### src/rtl/mem_lsu_if.sv
`default_nettype none
// +----------------------------------------------------------------------------+
// | mem_lsu_if : upstream, data-memory and writeback bundle for mem_lsu         |
// | Rev 1.0                                                                     |
// +----------------------------------------------------------------------------+
interface mem_lsu_if #(
    parameter  int XLEN = 32,
    localparam int SB   = XLEN / 8
);
    // upstream issue side
    logic            i_vld;
    logic            o_rdy;
    logic [2:0]      i_opsel;
    logic            i_ld;
    logic            i_st;
    logic [XLEN-1:0] i_addr;
    logic [XLEN-1:0] i_wdata;
    logic [XLEN-1:0] i_res;
    logic [4:0]      i_rd_waddr;
    logic            i_rd_wen;
    logic [XLEN-1:0] i_pc;
    logic [31:0]     i_inst;

    // data memory port
    logic            o_dmem_req;
    logic            i_dmem_gnt;
    logic [XLEN-1:0] o_dmem_addr;
    logic            o_dmem_wen;
    logic [XLEN-1:0] o_dmem_wdata;
    logic [SB-1:0]   o_dmem_mask;
    logic            i_dmem_rvld;
    logic [XLEN-1:0] i_dmem_rdata;

    // downstream writeback side
    logic            o_vld;
    logic            i_rdy;
    logic [XLEN-1:0] o_wb_data;
    logic [4:0]      o_rd_waddr;
    logic            o_rd_wen;
    logic [XLEN-1:0] o_pc;
    logic [31:0]     o_inst;
    logic            o_misalign;

    modport slave (
        input  i_vld, i_opsel, i_ld, i_st, i_addr, i_wdata, i_res,
        input  i_rd_waddr, i_rd_wen, i_pc, i_inst,
        input  i_dmem_gnt, i_dmem_rvld, i_dmem_rdata, i_rdy,
        output o_rdy, o_dmem_req, o_dmem_addr, o_dmem_wen, o_dmem_wdata, o_dmem_mask,
        output o_vld, o_wb_data, o_rd_waddr, o_rd_wen, o_pc, o_inst, o_misalign
    );

    modport master (
        output i_vld, i_opsel, i_ld, i_st, i_addr, i_wdata, i_res,
        output i_rd_waddr, i_rd_wen, i_pc, i_inst,
        output i_dmem_gnt, i_dmem_rvld, i_dmem_rdata, i_rdy,
        input  o_rdy, o_dmem_req, o_dmem_addr, o_dmem_wen, o_dmem_wdata, o_dmem_mask,
        input  o_vld, o_wb_data, o_rd_waddr, o_rd_wen, o_pc, o_inst, o_misalign
    );
endinterface

`default_nettype wire

### src/rtl/mem_lsu.sv
`default_nettype none
// +----------------------------------------------------------------------------+
// | mem_lsu : single-outstanding load/store unit with aligned byte-lane dmem    |
// | Rev 1.0                                                                     |
// +----------------------------------------------------------------------------+
module mem_lsu #(
    parameter  int XLEN = 32,
    localparam int SB   = XLEN / 8
) (
    input  wire logic  i_clk,
    input  wire logic  i_rst,
    mem_lsu_if.slave   bus
);

    localparam int OFFW = $clog2(SB);
    localparam int SHW  = $clog2(XLEN) + 1;

    typedef enum logic [1:0] {
        IDLE = 2'd0,
        REQ  = 2'd1,
        WAIT = 2'd2
    } state_t;

    state_t            state_q, state_d;

    logic              req_q, req_d;
    logic [XLEN-1:0]   daddr_q, daddr_d;
    logic              dwen_q, dwen_d;
    logic [XLEN-1:0]   dwdata_q, dwdata_d;
    logic [SB-1:0]     dmask_q, dmask_d;

    logic              is_ld_q, is_ld_d;
    logic [1:0]        sz_q, sz_d;
    logic              uns_q, uns_d;
    logic [OFFW-1:0]   off_q, off_d;

    logic              vld_q, vld_d;
    logic [XLEN-1:0]   wb_q, wb_d;
    logic [4:0]        rd_waddr_q, rd_waddr_d;
    logic              rd_wen_q, rd_wen_d;
    logic [XLEN-1:0]   pc_q, pc_d;
    logic [31:0]       inst_q, inst_d;
    logic              mis_q, mis_d;

    logic              w_accept;
    logic              w_mem;
    logic              w_is_ld;
    logic [1:0]        w_sz;
    logic [OFFW-1:0]   w_off;
    logic [OFFW-1:0]   w_lowmask;
    logic              w_misalign;
    logic [SB-1:0]     w_mask;
    logic [XLEN-1:0]   w_wdata;
    logic [XLEN-1:0]   w_rd_shift;
    logic [SHW-1:0]    w_shamt;
    logic [XLEN-1:0]   w_shl;
    logic signed [XLEN-1:0] w_sext;
    logic [XLEN-1:0]   w_ext;

    assign bus.o_rdy = (state_q == IDLE) && !i_rst && (!vld_q || bus.i_rdy);
    assign w_accept  = bus.i_vld && bus.o_rdy;

    // Request decode: a doubleword on a 32-bit datapath collapses to a word.
    always_comb begin
        w_mem      = bus.i_ld || bus.i_st;
        w_is_ld    = bus.i_ld && !bus.i_st;
        w_sz       = (XLEN == 32 && bus.i_opsel[1:0] == 2'b11) ? 2'b10 : bus.i_opsel[1:0];
        w_off      = bus.i_addr[OFFW-1:0];
        w_lowmask  = OFFW'((1 << w_sz) - 1);
        w_misalign = |(w_off & w_lowmask);
        w_mask     = SB'(((1 << (1 << w_sz)) - 1) << w_off);
        w_wdata    = bus.i_wdata << {w_off, 3'b000};
    end

    // Load extraction: move the addressed bytes to the top, then shift back
    // down logically or arithmetically to zero- or sign-extend.
    always_comb begin
        w_rd_shift = bus.i_dmem_rdata >> {off_q, 3'b000};
        w_shamt    = SHW'(XLEN - (8 << sz_q));
        w_shl      = w_rd_shift << w_shamt;
        w_sext     = $signed(w_shl) >>> w_shamt;
        w_ext      = uns_q ? (w_shl >> w_shamt) : w_sext;
    end

    always_comb begin
        state_d    = state_q;
        req_d      = req_q;
        daddr_d    = daddr_q;
        dwen_d     = dwen_q;
        dwdata_d   = dwdata_q;
        dmask_d    = dmask_q;
        is_ld_d    = is_ld_q;
        sz_d       = sz_q;
        uns_d      = uns_q;
        off_d      = off_q;
        vld_d      = vld_q;
        wb_d       = wb_q;
        rd_waddr_d = rd_waddr_q;
        rd_wen_d   = rd_wen_q;
        pc_d       = pc_q;
        inst_d     = inst_q;
        mis_d      = mis_q;

        case (state_q)
            IDLE: begin
                if (vld_q && bus.i_rdy) begin
                    vld_d = 1'b0;
                end
                if (w_accept) begin
                    rd_waddr_d = bus.i_rd_waddr;
                    pc_d       = bus.i_pc;
                    inst_d     = bus.i_inst;
                    mis_d      = 1'b0;
                    wb_d       = '0;
                    if (!w_mem) begin
                        vld_d    = 1'b1;
                        wb_d     = bus.i_res;
                        rd_wen_d = bus.i_rd_wen;
                    end else if (w_misalign) begin
                        vld_d    = 1'b1;
                        mis_d    = 1'b1;
                        rd_wen_d = 1'b0;
                    end else begin
                        // Sideband parks in the (now empty) output register
                        // until the access completes.
                        vld_d    = 1'b0;
                        rd_wen_d = bus.i_rd_wen && w_is_ld;
                        state_d  = REQ;
                        req_d    = 1'b1;
                        daddr_d  = {bus.i_addr[XLEN-1:OFFW], {OFFW{1'b0}}};
                        dwen_d   = !w_is_ld;
                        dwdata_d = w_wdata;
                        dmask_d  = w_mask;
                        is_ld_d  = w_is_ld;
                        sz_d     = w_sz;
                        uns_d    = bus.i_opsel[2];
                        off_d    = w_off;
                    end
                end
            end

            REQ: begin
                if (bus.i_dmem_gnt) begin
                    req_d = 1'b0;
                    if (is_ld_q) begin
                        state_d = WAIT;
                    end else begin
                        state_d = IDLE;
                        vld_d   = 1'b1;
                    end
                end
            end

            WAIT: begin
                if (bus.i_dmem_rvld) begin
                    wb_d    = w_ext;
                    vld_d   = 1'b1;
                    state_d = IDLE;
                end
            end

            default: begin
                state_d = IDLE;
                req_d   = 1'b0;
            end
        endcase
    end

    always_ff @(posedge i_clk or posedge i_rst) begin
        if (i_rst) begin
            state_q    <= IDLE;
            req_q      <= 1'b0;
            daddr_q    <= '0;
            dwen_q     <= 1'b0;
            dwdata_q   <= '0;
            dmask_q    <= '0;
            is_ld_q    <= 1'b0;
            sz_q       <= 2'b00;
            uns_q      <= 1'b0;
            off_q      <= '0;
            vld_q      <= 1'b0;
            wb_q       <= '0;
            rd_waddr_q <= 5'd0;
            rd_wen_q   <= 1'b0;
            pc_q       <= '0;
            inst_q     <= 32'd0;
            mis_q      <= 1'b0;
        end else begin
            state_q    <= state_d;
            req_q      <= req_d;
            daddr_q    <= daddr_d;
            dwen_q     <= dwen_d;
            dwdata_q   <= dwdata_d;
            dmask_q    <= dmask_d;
            is_ld_q    <= is_ld_d;
            sz_q       <= sz_d;
            uns_q      <= uns_d;
            off_q      <= off_d;
            vld_q      <= vld_d;
            wb_q       <= wb_d;
            rd_waddr_q <= rd_waddr_d;
            rd_wen_q   <= rd_wen_d;
            pc_q       <= pc_d;
            inst_q     <= inst_d;
            mis_q      <= mis_d;
        end
    end

    assign bus.o_dmem_req   = req_q;
    assign bus.o_dmem_addr  = daddr_q;
    assign bus.o_dmem_wen   = dwen_q;
    assign bus.o_dmem_wdata = dwdata_q;
    assign bus.o_dmem_mask  = dmask_q;

    assign bus.o_vld      = vld_q;
    assign bus.o_wb_data  = wb_q;
    assign bus.o_rd_waddr = rd_waddr_q;
    assign bus.o_rd_wen   = rd_wen_q;
    assign bus.o_pc       = pc_q;
    assign bus.o_inst     = inst_q;
    assign bus.o_misalign = mis_q;

endmodule

`default_nettype wire

### src/flat_wrapper.sv
// flat-port wrapper written by rule: the top's interface ports become plain ports
module mem_lsu_flat 
#(
    parameter  int XLEN = 32,
    localparam int SB   = XLEN / 8
)
  (i_clk, i_rst, bus_i_vld, bus_i_opsel, bus_i_ld, bus_i_st, bus_i_addr, bus_i_wdata, bus_i_res, bus_i_rd_waddr, bus_i_rd_wen, bus_i_pc, bus_i_inst, bus_i_dmem_gnt, bus_i_dmem_rvld, bus_i_dmem_rdata, bus_i_rdy, bus_o_rdy, bus_o_dmem_req, bus_o_dmem_addr, bus_o_dmem_wen, bus_o_dmem_wdata, bus_o_dmem_mask, bus_o_vld, bus_o_wb_data, bus_o_rd_waddr, bus_o_rd_wen, bus_o_pc, bus_o_inst, bus_o_misalign);
  mem_lsu_if #(.XLEN(XLEN)) bus_i ();
  input  wire logic i_clk;
  input  wire logic i_rst;
  input wire logic [$bits(bus_i.i_vld)-1:0] bus_i_vld;
  input wire logic [$bits(bus_i.i_opsel)-1:0] bus_i_opsel;
  input wire logic [$bits(bus_i.i_ld)-1:0] bus_i_ld;
  input wire logic [$bits(bus_i.i_st)-1:0] bus_i_st;
  input wire logic [$bits(bus_i.i_addr)-1:0] bus_i_addr;
  input wire logic [$bits(bus_i.i_wdata)-1:0] bus_i_wdata;
  input wire logic [$bits(bus_i.i_res)-1:0] bus_i_res;
  input wire logic [$bits(bus_i.i_rd_waddr)-1:0] bus_i_rd_waddr;
  input wire logic [$bits(bus_i.i_rd_wen)-1:0] bus_i_rd_wen;
  input wire logic [$bits(bus_i.i_pc)-1:0] bus_i_pc;
  input wire logic [$bits(bus_i.i_inst)-1:0] bus_i_inst;
  input wire logic [$bits(bus_i.i_dmem_gnt)-1:0] bus_i_dmem_gnt;
  input wire logic [$bits(bus_i.i_dmem_rvld)-1:0] bus_i_dmem_rvld;
  input wire logic [$bits(bus_i.i_dmem_rdata)-1:0] bus_i_dmem_rdata;
  input wire logic [$bits(bus_i.i_rdy)-1:0] bus_i_rdy;
  output wire logic [$bits(bus_i.o_rdy)-1:0] bus_o_rdy;
  output wire logic [$bits(bus_i.o_dmem_req)-1:0] bus_o_dmem_req;
  output wire logic [$bits(bus_i.o_dmem_addr)-1:0] bus_o_dmem_addr;
  output wire logic [$bits(bus_i.o_dmem_wen)-1:0] bus_o_dmem_wen;
  output wire logic [$bits(bus_i.o_dmem_wdata)-1:0] bus_o_dmem_wdata;
  output wire logic [$bits(bus_i.o_dmem_mask)-1:0] bus_o_dmem_mask;
  output wire logic [$bits(bus_i.o_vld)-1:0] bus_o_vld;
  output wire logic [$bits(bus_i.o_wb_data)-1:0] bus_o_wb_data;
  output wire logic [$bits(bus_i.o_rd_waddr)-1:0] bus_o_rd_waddr;
  output wire logic [$bits(bus_i.o_rd_wen)-1:0] bus_o_rd_wen;
  output wire logic [$bits(bus_i.o_pc)-1:0] bus_o_pc;
  output wire logic [$bits(bus_i.o_inst)-1:0] bus_o_inst;
  output wire logic [$bits(bus_i.o_misalign)-1:0] bus_o_misalign;
  assign bus_i.i_vld = bus_i_vld;
  assign bus_i.i_opsel = bus_i_opsel;
  assign bus_i.i_ld = bus_i_ld;
  assign bus_i.i_st = bus_i_st;
  assign bus_i.i_addr = bus_i_addr;
  assign bus_i.i_wdata = bus_i_wdata;
  assign bus_i.i_res = bus_i_res;
  assign bus_i.i_rd_waddr = bus_i_rd_waddr;
  assign bus_i.i_rd_wen = bus_i_rd_wen;
  assign bus_i.i_pc = bus_i_pc;
  assign bus_i.i_inst = bus_i_inst;
  assign bus_i.i_dmem_gnt = bus_i_dmem_gnt;
  assign bus_i.i_dmem_rvld = bus_i_dmem_rvld;
  assign bus_i.i_dmem_rdata = bus_i_dmem_rdata;
  assign bus_i.i_rdy = bus_i_rdy;
  assign bus_o_rdy = bus_i.o_rdy;
  assign bus_o_dmem_req = bus_i.o_dmem_req;
  assign bus_o_dmem_addr = bus_i.o_dmem_addr;
  assign bus_o_dmem_wen = bus_i.o_dmem_wen;
  assign bus_o_dmem_wdata = bus_i.o_dmem_wdata;
  assign bus_o_dmem_mask = bus_i.o_dmem_mask;
  assign bus_o_vld = bus_i.o_vld;
  assign bus_o_wb_data = bus_i.o_wb_data;
  assign bus_o_rd_waddr = bus_i.o_rd_waddr;
  assign bus_o_rd_wen = bus_i.o_rd_wen;
  assign bus_o_pc = bus_i.o_pc;
  assign bus_o_inst = bus_i.o_inst;
  assign bus_o_misalign = bus_i.o_misalign;
  mem_lsu #(.XLEN(XLEN)) u_core (.i_clk(i_clk), .i_rst(i_rst), .bus(bus_i));
endmodule
### config.mk
export PLATFORM = sky130hd
export DESIGN_NAME = mem_lsu_flat
export DESIGN_NICKNAME = d
export VERILOG_FILES = /design/src/rtl/mem_lsu_if.sv /design/src/rtl/mem_lsu.sv /design/src/flat_wrapper.sv
export SDC_FILE = /design/constraint.sdc
export NUM_CORES = 1
export LEC_CHECK = 0
export BUFFER_PORTS_ARGS = -buffer_cell sky130_fd_sc_hd__buf_4
export CAP_MARGIN = 20
export CORE_AREA = 2 2 147 149
export DETAILED_ROUTE_END_ITERATION = 16
export DIE_AREA = 0 0 149 151
export PLACE_DENSITY = 0.82
export SYNTH_ARGS = -nofsm -noshare
export SYNTH_HDL_FRONTEND = slang
export SYNTH_SLANG_ARGS = --single-unit
export TNS_END_PERCENT = 1
### constraint.sdc
create_clock -name i_clk -period 6.75 [get_ports i_clk]
set_clock_uncertainty 0.1 [all_clocks]
set_input_delay 1.35 -clock i_clk [delete_from_list [all_inputs] [get_ports i_clk]]
set_output_delay 1.35 -clock i_clk [all_outputs]
set_load 0.05 [all_outputs]
* After elaboration in Yosys (flattened, before gate mapping)
Index checks and enable logic that the tools add are counted.
Operators by class: eq/ne operators 10, add/sub/neg operators 3, shift operators 9, reductions and logical operators 22, bitwise operators 3, muxes and demuxes 29
Operators with widths (count):
- 2-to-1 mux 32 bit | 4
- one-hot mux 32 bit (2 select lines) | 1
- << shifter 1 x 2 -> 32 bit (first input constant) | 1
- << shifter 1 x 32 -> 32 bit (first input constant) | 1
- << shifter 32 x 2 -> 4 bit | 1
- << shifter 32 x 5 -> 32 bit | 1
- << shifter 32 x 6 -> 32 bit | 1
- right shift 32 x 5 -> 32 bit | 1
- right shift 32 x 6 -> 32 bit | 1
- >>> shifter 32 x 6 -> 32 bit | 1
- subtractor 32 x 2 -> 32 bit (second input constant) | 1
- AND reduction 5 bit | 3
- 2-to-1 mux 1 bit | 14
- 2-to-1 mux 2 bit | 7
- inequality test 2 bit (second input constant) | 4
- logical AND 1 bit | 6
- one-hot mux 1 bit (3 select lines) | 2
- one-hot mux 2 bit (3 select lines) | 1
- << shifter 4 x 2 -> 6 bit (first input constant) | 1
- subtractor 6 bit (first input constant) | 1
- equality test 2 bit (second input constant) | 2
- logical NOT 1 bit | 4
- inequality test 2 x 1 -> 1 bit (second input constant) | 2
- AND reduction 4 bit | 1
- 12 further kinds | 14
Storage, ports and cells: input bits 209, register bits after elaboration 180, word-level logic and storage cells 93, output and inout port bits 175

* Longest topological paths before layout
Gate-level depths: netlist (run 1).
depth after elaboration 10, gate-level depth with buffers 8

* Least setup slack after synthesis (run 1)
OpenSTA, ideal clock, no wires.
path kind input to output, start point in i_rst, end point out bus_o_rdy, path buffers 0, slack -0.673 ns, cell stages on the path 2, arrival time 5.973 ns, data required time 5.300 ns, cell sequence inv_1 -> and3_1
Between the ends: cells in the longest elaborated chain, start to end 3
Ends and longest elaborated chain:
- start: declaration | RTL line flat_wrapper.sv:10 | input wire logic i_rst;
- logical NOT 1 bit | RTL line mem_lsu.sv:60 | assign bus.o_rdy = (state_q == IDLE) && !i_rst && (!vld_q || bus.i_rdy);
- logical AND 1 bit (2 in series) | RTL line mem_lsu.sv:60
- end: declaration | RTL line flat_wrapper.sv:26 | output wire logic [$bits(bus_i.o_rdy)-1:0] bus_o_rdy;
No other way between the ends.

* Worst setup path in the final report (run 1)
start point in bus_i_addr[1], end point reg u_core.state_q[0]
Between the ends: cells in the longest elaborated chain, start to end 4
Ends and longest elaborated chain:
- start: declaration | RTL line flat_wrapper.sv:15 | input wire logic [$bits(bus_i.i_addr)-1:0] bus_i_addr;
- AND 2 bit | RTL line mem_lsu.sv:70 | w_misalign = |(w_off & w_lowmask);
- OR reduction 2 bit | RTL line mem_lsu.sv:70
- inequality test 2 bit (no line)
- AND reduction 5 bit (no line)
- end signal: assignment | RTL line mem_lsu.sv:189 | state_q <= state_d;
- end: declaration | RTL line mem_lsu.sv:24 | state_t state_q, state_d;
No other way between the ends. A chain may end at the register's enable or synchronous reset.

==> results of run 1 <==
-- cell families after synthesis --
logic type | after synthesis
AND/OR/NAND/NOR | 290
flip-flops | 180
AO/OA/AOI/OAI | 167
multiplexers | 107
buffers and inverters | 65
adder cells (fa/ha/maj) | 6
other | 1
-- power breakdown --
| group | switching, mW | internal (mW) | leakage [nW] |
|---|---|---|---|
| sequential | 0.320 | 1.59 | 2.23 |
| clock | 0.483 | 0.498 | 0.291 |
| combinational | 2.67 | 1.25 | 3.58 |
| total | 3.48 | 3.34 | 6.10 |
-- cell type report --
class | instances | area [um^2] | area share
inverter | 7 | 30.0 | 0.00249
tap | 275 | 344 | 0.0285
sequential | 180 | 4500 | 0.374
multi-input combinational | 572 | 3600 | 0.299
clock buffer | 17 | 425 | 0.0353
clock inverter | 15 | 164 | 0.0136
timing repair buffer | 392 | 2980 | 0.247
-- sequential cells by signal, indices dropped and copies added, names as in the netlist --
signal,count
u_core.bus.o_dmem_mask,4
u_core.bus.o_misalign,1
u_core.bus.o_pc,32
u_core.bus.o_inst,32
u_core.sz_q,2
u_core.bus.o_dmem_req,1
u_core.is_ld_q,1
u_core.bus.o_dmem_addr,30
u_core.bus.o_rd_wen,1
u_core.bus.o_rd_waddr,5
u_core.uns_q,1
u_core.bus.o_wb_data,32
u_core.bus.o_dmem_wdata,32
u_core.off_q,2
u_core.state_q,2
u_core.bus.o_vld,1
u_core.bus.o_dmem_wen,1
-- through the flow --
step	area (um^2)	cells
floorplan	8360	817
global placement	11400	1424
detailed placement	11400	1424
CTS	12000	1456
global route	12100	1458
finish	12100	1458
-- how the worst max path moves through the flow --
| stage | startpoint | end | slack [ns] |
|---|---|---|---|
| 2_1_floorplan | i_rst | bus_o_rdy | 0.64 |
| 3_3_place_gp | bus_i_rdy | u_core.bus.o_wb_data[25] | 2.45 |
| 3_5_place_dp | bus_i_rdy | u_core.bus.o_wb_data[28] | 2.34 |
| 4_1_cts | bus_i_rdy | u_core.bus.o_wb_data[26] | 2.77 |
| 5_1_grt | bus_i_addr[1] | u_core.state_q[0] | 2.92 |
| 6_report | bus_i_addr[1] | u_core.state_q[0] | 3.07 |
-- Yosys cell counts (all sizes together), types with 3 or more instances --
cell	n
ha	5
a221o	7
a21o	8
nand3b	3
and3	8
a2bb2oi	7
mux2i	34
clkbuf	38
nand3	11
o21ai	37
o21a	3
nor3	4
nor2	42
nor2b	21
a32oi	7
nand2	189
inv	7
dfrtp	180
o31ai	10
mux2	72
a211oi	9
nand2b	6
buf	20
a21oi	57
a211o	8
-- critical path: stages --
cell and delay [ns]:
buf_4 0.25, a21oi_1 0.26, nor2_1 0.11, or3_2 0.73, buf_4 0.43, a211o_1 0.39
mux2_1 0.32
-- routing by layer --
metal  GRT usage  share of wire  up-vias
met5           0              0        -
met4       0.113          0.040        0
met3      0.0611          0.082       62
met2       0.378           0.49      380
met1       0.288           0.39     3584
li1            -              -     3516
==> results.toml, run 1 <==
[worst_setup_path]
ff2ff_path_depth = 7
r2r_setup_slack_ns = 3.64
r2r_end = "u_core.state_q[0]"
end_kind = "flop"
required_ns = 6.95
critical_path_class = "input port to flop"
rr_startpoint = "u_core.state_q[0]"
path_max_fanout = 63
critPathLaunchType = "input port"
cp.arrival_ns = 3.88

[route]
via_per_inst = 5.17
vias = 7542
ant_nets = 0
first_iter_violations = 425
wl_um = 26700
dr.pass1.iters = 5
drc = 0
wl_per_cell_um = 18.3

[clock_network]
clk_pin_slew_ns = 0.07
htreeDepth = 4
ctsResizeCount = 0
cts_root_buffer = "clkbuf_16"
cts_setup_buffers = 0
cts_buffer_depth = 2
clk_latency_ns = 0.42
cts_buffers = 17
cts_sinks = 180
cts_tree = "yes"
cts_hold_buf = 0

[pwr]
power.density_nw_per_um2 = 566
power_mw = 6.82
cellLeakagePower_nw = 6.10
peakVddDrop_mv = 0.344

[yosys]
yosys_warnings = 0
yosys.area_share.simple = 0.149
synth_ff_type = "dfrtp_1"
synth_mux_area_frac = 0.141
netlist_instances = 816
syn_area_per_cell_um2 = 10.2
synth_area_leaders = "dfrtp_1, mux2_2, nand2_1"
ys_ff_latch = 180
yosysTopAreaCell = "dfrtp_1"
yosysTopAreaCellShare = 0.539
synthXorXnorAreaFrac = 0
synth_edf_count = 0
synth_compound_gate_area_share = 0.129
async_flop_share = 1.00
synthAdderAreaFrac = 0.00869
syn-cell-area_um2 = 8350
ys_types = 51
synth_top_family_by_area = "simple AND/OR/NAND/NOR gates"
ys_seq_area_frac = 0.539

[timing]
hold_ws_ns = 0.373
relSlewSlack = 0.341
fmax_mhz = 272
period_needed_ns = 3.68
worstMarginPinSlew_ns = 0.988
post-route-period-util = 0.545
rsz0062_at_grt = "false"
fin_tns_setup_ns = 0
finalHoldViolCount = 0
setup_viol = 0
slew_violations = 0
layout_setup_ws_ns = 3.07

[layout]
fill_cells = 1781
layout_commonest_cell = "buf_4"
final_nets = 1384
final_cell_mix = "buf_4, nand2_1, dfrtp_1"
area_delta_synth_final_pct = 44.3
layout-drive-gt1-share = 0.429
diodes = 0
fin_util = 0.579

[min_path]
hold_end = "u_core.bus.o_dmem_wdata[25]"
hold_depth = 2
hold_path_class = "flop to flop"
min_from = "u_core.bus.o_dmem_wdata[25]"

[global_routing]
grt_antenna_before_repair = 0
grt_max_degree = 181
grtUsageTotal = 0.232
gr-total-overflow = 0
grt_pass1_vias = 7498
grt_pass1_wl_um = 40300

[floorplanning]
initial_core_util = 0.401
die-width_um = 149
die_h_um = 151
dieArea_um2 = 22500
rows = 53
core_area_um2 = 20800
io_pins = 384

[run]
cap_viol_max_count = 0

[run_status]
status = "completed"

[placement]
gp_congestion = 0.856
place_hpwl_um = 20000
pre_cts_slack_ns = 2.34
io_buffers = 381
No activity file was read; power rests on OpenSTA's default activity.
==> inputs of run 2 (changes only) <==
clock period = 3.1 ns   (was 6.75 ns; I/O delays follow)
==> results.toml, run 2 (same netlist as run 1, synthesis figures left out) <==
[placement]
io_buffers = 381
pre_cts_slack_ns = 0.428
dpl_cell_area_um2 = 11500
dp_cells = 1432
place_hpwl_um = 20300
gp_congestion = 0.939

[pwr]
p_int_mw = 7.44
p_sw_mw = 7.59
switching_share = 0.505
p_seq_frac = 0.278
clkPwrFrac = 0.155
power.density_nw_per_um2 = 1240
comb_power_share = 0.567
cellLeakagePower_nw = 6.14
peakVddDrop_mv = 0.713

[worst_setup_path]
r2r_end = "u_core.bus.o_wb_data[15]"
end_kind = "primary output"
ff2ff_path_depth = 8
cp.arrival_ns = 1.72
required_ns = 2.38
critical_path_class = "flop to primary output"
path_max_fanout = 7
critPathLaunchType = "flop"
r2r_setup_slack_ns = 0.68
rr_startpoint = "u_core.state_q[0]"

[timing]
finalHoldViolCount = 0
rsz0062_at_grt = "false"
layout_setup_ws_ns = 0.658
setup_viol = 0
fmax_mhz = 410
worstMarginPinSlew_ns = 0.998
period_needed_ns = 2.44
relSlewSlack = 0.335
slew_violations = 0
hold_ws_ns = 0.285
post-route-period-util = 0.788

[run_status]
status = "completed"

[route]
via_per_inst = 5.17
wl_per_cell_um = 18.5
vias = 7573
first_iter_violations = 439
dr.pass1.iters = 5
drc = 0
wl_um = 27100
ant_nets = 0

[clock_network]
cts_root_buffer = "clkbuf_16"
cts_hold_buf = 0
cts_sinks = 180
cts_setup_buffers = 0
ctsResizeCount = 0
cts_tree = "yes"
cts_buffers = 17
clk_latency_ns = 0.42
cts_buffer_depth = 2
htreeDepth = 4
clk_pin_slew_ns = 0.08

[min_path]
hold_depth = 3
hold_end = "u_core.bus.o_dmem_addr[20]"
hold_path_class = "input port to flop"
min_from = "bus_i_addr[20]"

[global_routing]
gr-total-overflow = 0
grt_max_degree = 181
grtUsageTotal = 0.233
grt_pass1_wl_um = 40800
grt_pass1_vias = 7672
grt_antenna_before_repair = 1

[layout]
final_nets = 1390
fin_util = 0.582
fill_cells = 1756
final_cell_mix = "buf_4, nand2_1, dfrtp_1"
final_cells = 1465
area_delta_synth_final_pct = 45.2
layout_commonest_cell = "buf_4"
layout-drive-gt1-share = 0.431
fin_area_um2 = 12100

[run]
cap_viol_max_count = 0

[floorplanning]
die_h_um = 151
core_area_um2 = 20800
die-width_um = 149
rows = 53
initial_core_util = 0.401
io_pins = 384
dieArea_um2 = 22500
[run 2: changes by cell type in the layout (fill, tap and decap cells not counted)]
| cell | before | now |
|---|---|---|
| buf_8 | 1 | 0 |
| buf_4 | 389 | 397 |
| diode_2 | 0 | 1 |
| bufinv_16 | 0 | 2 |
| clkinv_2 | 2 | 0 |
| inv_6 | 3 | 2 |
| clkinv_4 | 2 | 3 |
| buf_16 | 1 | 0 |
[run 2: critical path, cell delays in order (launching register included)]
cell and delay, ns:
dfrtp_1 0.42, inv_1 0.12, ha_1 0.23, buf_4 0.17
and3_1 0.16, buf_4 0.20
[run 2: worst max path at each step]
| stage | from | end | slack (ns) | cells past startpoint |
|---|---|---|---|---|
| global route | u_core.state_q[0] | u_core.bus.o_wb_data[15] | 0.46 | 8 |
| floorplan | i_rst | bus_o_rdy | -1.55 | 2 |
| global placement | bus_i_opsel[1] | u_core.bus.o_dmem_req | 0.44 | 7 |
| CTS | u_core.state_q[0] | bus_o_rdy | 0.65 | 5 |
| finish | u_core.state_q[0] | bus_o_rdy | 0.66 | 5 |
| detailed placement | bus_i_opsel[1] | u_core.bus.o_vld | 0.43 | 7 |
[run 2: area by class of cell]
class                           count  area (um^2)  area share
Sequential cell                   180         4500       0.371
Clock buffer                       17          425      0.0351
Timing Repair Buffer              398         3000       0.247
Clock inverter                     15          214      0.0176
Tap cell                          275          344      0.0284
Antenna cell                        1         2.50    0.000206
Multi-Input combinational cell    572         3600       0.297
Inverter                            7         30.0     0.00248
[run 2: power by group through the flow]
stage	Clock [mW]	Combinational (mW)	Sequential [mW]
finish	2.32	8.52	4.18
global route	2.48	8.95	4.32
CTS	2.37	8.56	4.18
detailed placement	0	8.56	4.20
global placement	0	8.45	4.15
floorplan	0	2.17	7.82
[run 2: routing by layer]
metal | vias up | track usage | wire [um]
li1 | 3541 | - | -
met1 | 3613 | 0.289 | 10900
met2 | 347 | 0.383 | 13000
met3 | 72 | 0.0563 | 1980
met4 | 0 | 0.115 | 1210
met5 | - | 0 | 0
[run 2: metrics by stage]
stage	power (mW)	TNS, ns
detailed placement	12.8	0
finish	15.0	0
CTS	15.1	0
global placement	12.6	0
global route	15.7	0
floorplan	9.98	-1.55
